## src/rtl/comb_truth_table_scanner_if.sv

```systemverilog
// Handshake and probe bundle between the board controller / comb block and the truth-table scanner.
// Latency: none, wires only.
// Backpressure: none; start is a level request and the scanner ignores it while it is not idle.
//
// Signals:
//   i_w_start  scan request (controller -> scanner)
//   i_w_out    comb block output (comb -> scanner)
//   o_w_a/b/c  drives to the comb block inputs (scanner -> comb)
//   o_w_index  current combination index {a,b,c}
//   o_w_busy   scan in progress
//   o_w_done   one-cycle completion pulse
//   o_w_table  assembled truth table, bit i = comb output for {a,b,c}=i
interface comb_truth_table_scanner_if;
    logic       i_w_start;
    logic       i_w_out;
    logic       o_w_a;
    logic       o_w_b;
    logic       o_w_c;
    logic [2:0] o_w_index;
    logic       o_w_busy;
    logic       o_w_done;
    logic [7:0] o_w_table;

    // Controller / comb side: supplies start and the comb result, observes everything else.
    modport master (
        output i_w_start,
        output i_w_out,
        input  o_w_a,
        input  o_w_b,
        input  o_w_c,
        input  o_w_index,
        input  o_w_busy,
        input  o_w_done,
        input  o_w_table
    );

    // Scanner side.
    modport slave (
        input  i_w_start,
        input  i_w_out,
        output o_w_a,
        output o_w_b,
        output o_w_c,
        output o_w_index,
        output o_w_busy,
        output o_w_done,
        output o_w_table
    );
endinterface

```

## src/rtl/comb_truth_table_scanner.sv

```systemverilog
// Steps a 3-input comb block through all 8 input combinations (a outer, c inner) and builds its truth table.
// Latency: busy for 8*(SETTLE_CYCLES+1) cycles after the accepting edge, then a one-cycle done pulse.
// Backpressure: none; start is only sampled in IDLE and ignored while busy or during the done cycle.
//
// Ports:
//   i_w_clk    system clock, rising edge
//   i_w_reset  synchronous active-high reset; abandons any scan and clears the table
//   bus        slave side of comb_truth_table_scanner_if (start, comb output, drives, index, busy, done, table)
//
// Parameter SETTLE_CYCLES (1..255): cycles each combination is held before the sampling cycle.
module comb_truth_table_scanner #(
    parameter int SETTLE_CYCLES = 1
) (
    input  logic                          i_w_clk,
    input  logic                          i_w_reset,
    comb_truth_table_scanner_if.slave     bus
);

    typedef enum logic [1:0] {
        ST_IDLE   = 2'd0,
        ST_SETTLE = 2'd1,
        ST_SAMPLE = 2'd2,
        ST_DONE   = 2'd3
    } state_t;

    // Terminal value of the 8-bit settle counter.
    localparam logic [7:0] SETTLE_LAST = 8'(SETTLE_CYCLES - 1);

    state_t     state_q, state_d;
    logic [7:0] cnt_q,   cnt_d;
    logic [2:0] index_q, index_d;
    logic [7:0] table_q, table_d;
    logic       busy_q,  busy_d;
    logic       done_q,  done_d;

    always_comb begin
        state_d = state_q;
        cnt_d   = cnt_q;
        index_d = index_q;
        table_d = table_q;

        case (state_q)
            ST_IDLE: begin
                index_d = 3'd0;
                if (bus.i_w_start) begin
                    // A new scan discards the previous table at acceptance.
                    table_d = 8'h00;
                    cnt_d   = 8'd0;
                    state_d = ST_SETTLE;
                end
            end

            ST_SETTLE: begin
                if (cnt_q == SETTLE_LAST) begin
                    cnt_d   = 8'd0;
                    state_d = ST_SAMPLE;
                end else begin
                    cnt_d = cnt_q + 8'd1;
                end
            end

            ST_SAMPLE: begin
                table_d[index_q] = bus.i_w_out;
                if (index_q == 3'd7) begin
                    // Return the index to 0 on entry to DONE so the comb drives are already low there.
                    index_d = 3'd0;
                    state_d = ST_DONE;
                end else begin
                    index_d = index_q + 3'd1;
                    state_d = ST_SETTLE;
                end
            end

            ST_DONE: begin
                index_d = 3'd0;
                state_d = ST_IDLE;
            end

            default: begin
                index_d = 3'd0;
                cnt_d   = 8'd0;
                state_d = ST_IDLE;
            end
        endcase

        // Status flags are registered from the next state so they line up with the state they describe.
        busy_d = (state_d == ST_SETTLE) || (state_d == ST_SAMPLE);
        done_d = (state_d == ST_DONE);
    end

    always_ff @(posedge i_w_clk) begin
        if (i_w_reset) begin
            state_q <= ST_IDLE;
            cnt_q   <= 8'd0;
            index_q <= 3'd0;
            table_q <= 8'h00;
            busy_q  <= 1'b0;
            done_q  <= 1'b0;
        end else begin
            state_q <= state_d;
            cnt_q   <= cnt_d;
            index_q <= index_d;
            table_q <= table_d;
            busy_q  <= busy_d;
            done_q  <= done_d;
        end
    end

    assign bus.o_w_index = index_q;
    assign bus.o_w_a     = index_q[2];
    assign bus.o_w_b     = index_q[1];
    assign bus.o_w_c     = index_q[0];
    assign bus.o_w_busy  = busy_q;
    assign bus.o_w_done  = done_q;
    assign bus.o_w_table = table_q;

endmodule

```

## src/flat_wrapper.sv

```systemverilog
// flat-port wrapper written by rule: the top's interface ports become plain ports
module comb_truth_table_scanner_flat 
#(
    parameter int SETTLE_CYCLES = 1
)
  (i_w_clk, i_w_reset, bus_i_w_start, bus_i_w_out, bus_o_w_a, bus_o_w_b, bus_o_w_c, bus_o_w_index, bus_o_w_busy, bus_o_w_done, bus_o_w_table);
  comb_truth_table_scanner_if bus_i ();
  input  logic i_w_clk;
  input  logic i_w_reset;
  input wire logic [$bits(bus_i.i_w_start)-1:0] bus_i_w_start;
  input wire logic [$bits(bus_i.i_w_out)-1:0] bus_i_w_out;
  output wire logic [$bits(bus_i.o_w_a)-1:0] bus_o_w_a;
  output wire logic [$bits(bus_i.o_w_b)-1:0] bus_o_w_b;
  output wire logic [$bits(bus_i.o_w_c)-1:0] bus_o_w_c;
  output wire logic [$bits(bus_i.o_w_index)-1:0] bus_o_w_index;
  output wire logic [$bits(bus_i.o_w_busy)-1:0] bus_o_w_busy;
  output wire logic [$bits(bus_i.o_w_done)-1:0] bus_o_w_done;
  output wire logic [$bits(bus_i.o_w_table)-1:0] bus_o_w_table;
  assign bus_i.i_w_start = bus_i_w_start;
  assign bus_i.i_w_out = bus_i_w_out;
  assign bus_o_w_a = bus_i.o_w_a;
  assign bus_o_w_b = bus_i.o_w_b;
  assign bus_o_w_c = bus_i.o_w_c;
  assign bus_o_w_index = bus_i.o_w_index;
  assign bus_o_w_busy = bus_i.o_w_busy;
  assign bus_o_w_done = bus_i.o_w_done;
  assign bus_o_w_table = bus_i.o_w_table;
  comb_truth_table_scanner #(.SETTLE_CYCLES(SETTLE_CYCLES)) u_core (.i_w_clk(i_w_clk), .i_w_reset(i_w_reset), .bus(bus_i));
endmodule
```

## config.mk

```make
export PLATFORM = sky130hd
export DESIGN_NAME = comb_truth_table_scanner_flat
export DESIGN_NICKNAME = d
export VERILOG_FILES = /design/src/rtl/comb_truth_table_scanner_if.sv /design/src/rtl/comb_truth_table_scanner.sv /design/src/flat_wrapper.sv
export SDC_FILE = /design/constraint.sdc
export NUM_CORES = 1
export LEC_CHECK = 0
export BUFFER_PORTS_ARGS = -buffer_cell sky130_fd_sc_hd__buf_2
export CAP_MARGIN = 40
export CORE_AREA = 2 2 48 50
export CTS_CLUSTER_DIAMETER = 100
export DETAILED_ROUTE_END_ITERATION = 10
export DIE_AREA = 0 0 50 52
export PLACE_DENSITY = 0.77
export REMOVE_ABC_BUFFERS = 1
export SLEW_MARGIN = 20
export SYNTH_ARGS = -nofsm -noshare
export SYNTH_HDL_FRONTEND = slang
export SYNTH_SLANG_ARGS = --single-unit
```

## constraint.sdc

```tcl
create_clock -name i_w_clk -period 3.9 [get_ports i_w_clk]
set_input_delay 0.975 -clock i_w_clk [delete_from_list [all_inputs] [get_ports i_w_clk]]
set_output_delay 0.975 -clock i_w_clk [all_outputs]
set_load 0.02 [all_outputs]
```

==> results of run 1 <==
==> registers in the layout, summed over array words and instances (netlist names) <==
name / flops
u_core.bus.o_w_table: 8
u_core.cnt_q: 8
u_core.bus.o_w_index: 3
u_core.state_q: 2
u_core.bus.o_w_busy: 1
u_core.bus.o_w_done: 1
==> final cells by class <==
| type | count | area [µm²] |
|---|---|---|
| Tap cell | 28 | 35.0 |
| Multi-Input combinational cell | 104 | 648 |
| Timing Repair Buffer | 19 | 95.1 |
| Sequential cell | 23 | 460 |
| Clock buffer | 4 | 26.3 |
| Inverter | 6 | 22.5 |
| Fill cell | 187 | 818 |
==> how the worst max path moves through the flow <==
| stage | from | slack, ns | cells after the start | end |
|---|---|---|---|---|
| CTS | u_core.bus.o_w_index[0] | 1.84 | 1 | bus_o_w_c |
| global route | u_core.bus.o_w_index[0] | 1.77 | 1 | bus_o_w_index[0] |
| detailed placement | bus_i_w_start | 1.82 | 6 | u_core.bus.o_w_busy |
| global placement | bus_i_w_start | 1.88 | 6 | u_core.bus.o_w_busy |
| finish | u_core.bus.o_w_index[0] | 1.84 | 1 | bus_o_w_c |
| floorplan | bus_i_w_start | 2.06 | 5 | u_core.bus.o_w_busy |
==> metrics by stage <==
stage,hold slack (ns),worst slack (ns)
finish,0.485,1.84
global route,0.511,1.77
CTS,0.485,1.84
detailed placement,0.468,1.82
global placement,0.453,1.88
floorplan,0.486,2.06
==> logic make-up (layout without fill, tap and decap cells) <==
group                      count (synthesis)  count (layout)  share of synthesized area
muxes                                      1               1                     0.0118
buffers and inverters                     12              29                     0.0494
and+or+nand+nor                           52              52                      0.231
DFF                                       23              23                      0.395
xor gates and xnor gates                   6               6                     0.0451
adders and majority gates                  9               9                     0.0966
AOI/OAI and AO/OA                         36              36                      0.172
==> routing by layer <==
layer  wire length, µm  global-route usage  vias up
li1                  -                   -      512
met1              1020               0.223      477
met2              1050               0.333       24
met3                80              0.0345        2
met4                17              0.0880        0
met5                 0                   0        -
==> worst register-to-register path, stage by stage, from the launching register on <==
cell and delay [ns]:
dfxtp_1 0.44, inv_1 0.07, ha_1 0.18, nor4b_1 0.15, a21boi_0 0.44, nand2_1 0.14
nand2_1 0.09, ha_1 0.22, nor2b_1 0.12
==> where the power goes <==
group | switching [µW] | internal (µW)
logic | 58.6 | 34.0
registers | 9.58 | 243
clock network | 66.1 | 39.8
==> placed cells by master, fill, tap and decap left out, drive strengths merged <==
cell	Yosys	routed
nand2b	1	1
nor2	15	15
buf	4	19
nor4bb	1	1
a31oi	3	3
clkbuf	2	4
nor2b	6	6
a22oi	1	1
o22ai	1	1
or3b	1	1
o21bai	1	1
nor3	5	5
mux2i	1	1
ha	9	9
nand3b	1	1
a32oi	1	1
a21boi	1	1
nand3	6	6
a21oi	18	18
xnor2	5	5
dfxtp	23	23
xor2	1	1
nor4b	3	3
o21ai	10	10
and2b	1	1
nand2	12	12
inv	6	6
==> run summary, run 1 <==
outcome = complete, no violations
DPL Wire Length = 1590 µm
reg-to-reg startpoint = u_core.cnt_q[0]
Worst Path Required = 2.92 ns
post-synthesis sequential area ratio = 0.395
Overall Global Routing Usage = 0.190
vias per cell = 5.52
placed cell area = 1260 µm²
number of diodes = 0
Post-CTS Setup Bufs = 0
Synth top area share = 0.395
Hold/Removal Path Class = reg2reg
Reg-to-Reg End = u_core.bus.o_w_busy
r2r worst-path depth = 8
crit share post-route = 0.529
CTS Buf Count = 3
total negative setup slack = 0 ns
Final Power = 451 µW
final slew viol count = 0
GP Congestion = 0.825
CP bufs+invs = 1
DR iter-0 viols = 23
first-pass GRT wire length = 3810 µm
Layout area overhead = 10.4%
Longest Clk Path Bufs = 2
Fmax achieved = 485 MHz
standard-cell rows = 17
post-synth top area cell = dfxtp_1
reg-to-reg setup timing slack = 1.95 ns
Finished Layout Cells = 184
Die H = 52 µm
Distinct cells, synth = 31
Placed Cells = 180
largest net degree at the start of global routing = 19
count leader, synth = dfxtp_1
CP max stage cell = dfxtp_1
CTS resizes = 0
top post-synthesis cells by area = dfxtp_1 39%, ha_1 9.7%, a21oi_1 7.7%
# DRC = 0
hold_sp = u_core.bus.o_w_table[6]
max-cap violations = 0
WS Path Type = reg2out
Final Critical Period = 2.06 ns
Die Area = 2600 µm²
hold path cells = 2
Core Util, Final = 0.611
root buffer cell = clkbuf_4
CTS Hold Buffers Added = 0
crit-path cells = buf_2
Async SR Flop Fraction = 0
Post-Syn Area = 1170 µm²
initial antenna violation count = 0
Data arrival, critical path = 1.09 ns
Hold Violations, Final = 0
fin area = 1290 µm²
CP max stage delay = 0.55 ns
vias in the first global route = 923
RSZ-0062 raised after global routing = no
Pwr Density = 350 nW/µm²
synth warn = 0
delay-heaviest family, CP = flip-flops
CTS tree = yes
layout cell share with drive strength beyond 1 = 0.167
Max FO, Critical Path = 11
Final ANT Viol Nets = 0
Pleak = 0.000517 µW
Post-synth EDFFs = 0
Starting Density = 0.554
vias after detailed routing = 1015
Startpoint Class = register
post-DR wirelength/cell = 11.8 µm
Max rail drop VDD = 0.000243 V
H-tree Lvls = 1
Clk Latency, worst-skew pair = 0.30 ns
mean area per synthesized cell = 8.39 µm²
I/O Buffers = 19
first-pass iteration count of the detailed router = 5
ys flop type = dfxtp_1
final net count = 170
WL final = 2170 µm
measured slew at the worst slew-check pin = 0.529 ns
final setup vio count = 0
top cells by count, synth = 23 x dfxtp_1, 18 x a21oi_1, 14 x nor2_1, 12 x nand2_1
# clock sinks = 23
Crit. End Element = output port
register bit total from synthesis = 23
Clock Pin Slew Worst Setup and Hold Paths = 0.12 ns
Hold Path End = u_core.bus.o_w_table[6]
# IOs = 20
Cells after Synth = 139
CORE AREA = 2110 µm²
Remaining Overflow, GRT = 0
relative max-transition margin = 0.644
die width = 50 µm
Post-Route Skew = 0.00710 ns
No activity file was read; power rests on OpenSTA's default activity.
==> inputs of run 2 (changes only) <==
--- a/config.mk
+++ b/config.mk
@@ -7,11 +7,11 @@
 export LEC_CHECK = 0
 export BUFFER_PORTS_ARGS = -buffer_cell sky130_fd_sc_hd__buf_2
 export CAP_MARGIN = 40
-export CORE_AREA = 2 2 48 50
+export CORE_AREA = 2 2 52 54
 export CTS_CLUSTER_DIAMETER = 100
 export DETAILED_ROUTE_END_ITERATION = 10
-export DIE_AREA = 0 0 50 52
-export PLACE_DENSITY = 0.77
+export DIE_AREA = 0 0 54 56
+export PLACE_DENSITY = 0.69
 export REMOVE_ABC_BUFFERS = 1
 export SLEW_MARGIN = 20
 export SYNTH_ARGS = -nofsm -noshare
==> constraint.sdc (replaced) <==
create_clock -name i_w_clk -period 1.65 [get_ports i_w_clk]
set_input_delay 0.4125 -clock i_w_clk [delete_from_list [all_inputs] [get_ports i_w_clk]]
set_output_delay 0.4125 -clock i_w_clk [all_outputs]
set_load 0.02 [all_outputs]
==> run summary, run 2 (synthesized netlist as in run 1, its figures left out) <==
measured slew at the worst slew-check pin = 0.416 ns
WL final = 2380 µm
placed cell area = 1410 µm²
outcome = complete, no violations
final net count = 189
Die H = 56 µm
Data arrival, critical path = 1.76 ns
pre-CTS setup slack = -0.0527 ns
Starting Density = 0.479
DPL Wire Length = 1860 µm
GP Congestion = 0.757
crit share post-route = 0.936
Die Area = 3020 µm²
layout cell share with drive strength beyond 1 = 0.303
final setup vio count = 0
vias per cell = 5.20
CTS Buf Count = 3
Hold Path End = u_core.state_q[1]
Core Util, Final = 0.603
Setup WS post-layout = 0.106 ns
Final ANT Viol Nets = 0
first-pass GRT wire length = 4150 µm
DR iter-0 viols = 20
final slew viol count = 0
vias after detailed routing = 1065
Pleak = 0.000631 µW
hold path cells = 2
# IOs = 20
Startpoint Class = register
Clk Latency, worst-skew pair = 0.31 ns
hold_sp = i_w_reset
met1 usage = 0.224
Crit. End Element = register
number of diodes = 0
Layout area overhead = 25.8%
Post-Route Skew = 0.00217 ns
RSZ-0062 raised after global routing = no
Hold/Removal Path Class = in2reg
Reg-to-Reg End = u_core.bus.o_w_busy
WS Path Type = reg2reg
most frequent cells in the layout = 20 x dfxtp_1, 19 x buf_2, 19 x buf_4
Max rail drop VDD = 0.000656 V
relative max-transition margin = 0.717
standard-cell rows = 18
Pwr Density = 778 nW/µm²
Max FO, Critical Path = 5
reg-to-reg startpoint = u_core.state_q[0]
post-DR wirelength/cell = 11.6 µm
CTS tree = yes
CORE AREA = 2430 µm²
Layout fillers = 219
Hold Violations, Final = 0
reg-to-reg setup timing slack = 0.11 ns
Clock Pin Slew Worst Setup and Hold Paths = 0.12 ns
Final Power = 1140 µW
max-cap violations = 0
# clock sinks = 23
root buffer cell = clkbuf_4
r2r worst-path depth = 7
gr busiest metal = met2
Final Critical Period = 1.54 ns
die width = 54 µm
Worst Path Required = 1.86 ns
H-tree Lvls = 1
Longest Clk Path Bufs = 2
grt met3 use = 0.0323
I/O Buffers = 19
leading cell type in the layout, fill and taps excluded = dfxtp_1
first-pass iteration count of the detailed router = 4
Fmax achieved = 648 MHz
# DRC = 0
Remaining Overflow, GRT = 0
CTS Hold Buffers Added = 0
initial antenna violation count = 0
fin area = 1470 µm²
met2 usage = 0.298
largest net degree at the start of global routing = 13
vias in the first global route = 1015
Overall Global Routing Usage = 0.179
## run 2: cell types whose count changed in the layout (fill, tap and decap cells not counted), sizes merged
cell  before  now
buf       19   38
## run 2: critical path, stage by stage, from the launching register on
cell and delay, ns:
dfxtp_2 0.35, inv_2 0.08, ha_4 0.17, and2b_1 0.19
o21ai_1 0.15, nand3_1 0.11, ha_1 0.27, nor2b_1 0.12
## run 2: how the worst max path moves through the flow
stage | startpoint | to | slack [ns] | depth (start not counted)
2_1_floorplan | u_core.bus.o_w_index[1] | u_core.bus.o_w_busy | -0.05 | 6
4_1_cts | u_core.state_q[1] | u_core.bus.o_w_busy | 0.03 | 7
5_1_grt | u_core.cnt_q[0] | u_core.bus.o_w_busy | 0.004 | 8
6_report | u_core.state_q[0] | u_core.bus.o_w_busy | 0.11 | 7
3_5_place_dp | u_core.state_q[1] | u_core.bus.o_w_busy | -0.05 | 7
3_3_place_gp | u_core.state_q[0] | u_core.bus.o_w_busy | -0.03 | 7
## run 2: area by class of cell
| cell class | instances | area [µm²] | share of cell area |
|---|---|---|---|
| clock buffer | 4 | 26.3 | 0.0179 |
| timing repair buffer | 38 | 238 | 0.162 |
| multi-input combinational | 104 | 678 | 0.462 |
| tap | 30 | 37.5 | 0.0256 |
| inverter | 6 | 22.5 | 0.0154 |
| sequential | 23 | 464 | 0.317 |
## run 2: repair_timing
action                                  CTS  global route
gates resized for setup                   3             9
endpoints found under the hold margin     0             0
setup buffers                             0             0
gates cloned                              0             0
endpoints found under the setup margin    7            10
## run 2: per-layer routing
layer	routed length, µm	vias to the layer above
met1	1090	490
met3	89	5
met2	1160	18
met4	35	0
li1	-	552
met5	0	-
## run 2: through the flow
| step | std cells | TNS [ns] | hold slack (ns) |
|---|---|---|---|
| finish | 205 | 0 | 0.369 |
| detailed placement | 201 | -0.134 | 0.466 |
| global route | 205 | 0 | 0.355 |
| global placement | 201 | -0.0294 | 0.457 |
| floorplan | 133 | -0.0542 | 0.482 |
| CTS | 205 | 0 | 0.360 |
## run 2: power breakdown
group	switching, µW	internal [µW]	total, µW
logic	170	131	301
clock network	161	94.4	255
registers	9.31	576	585
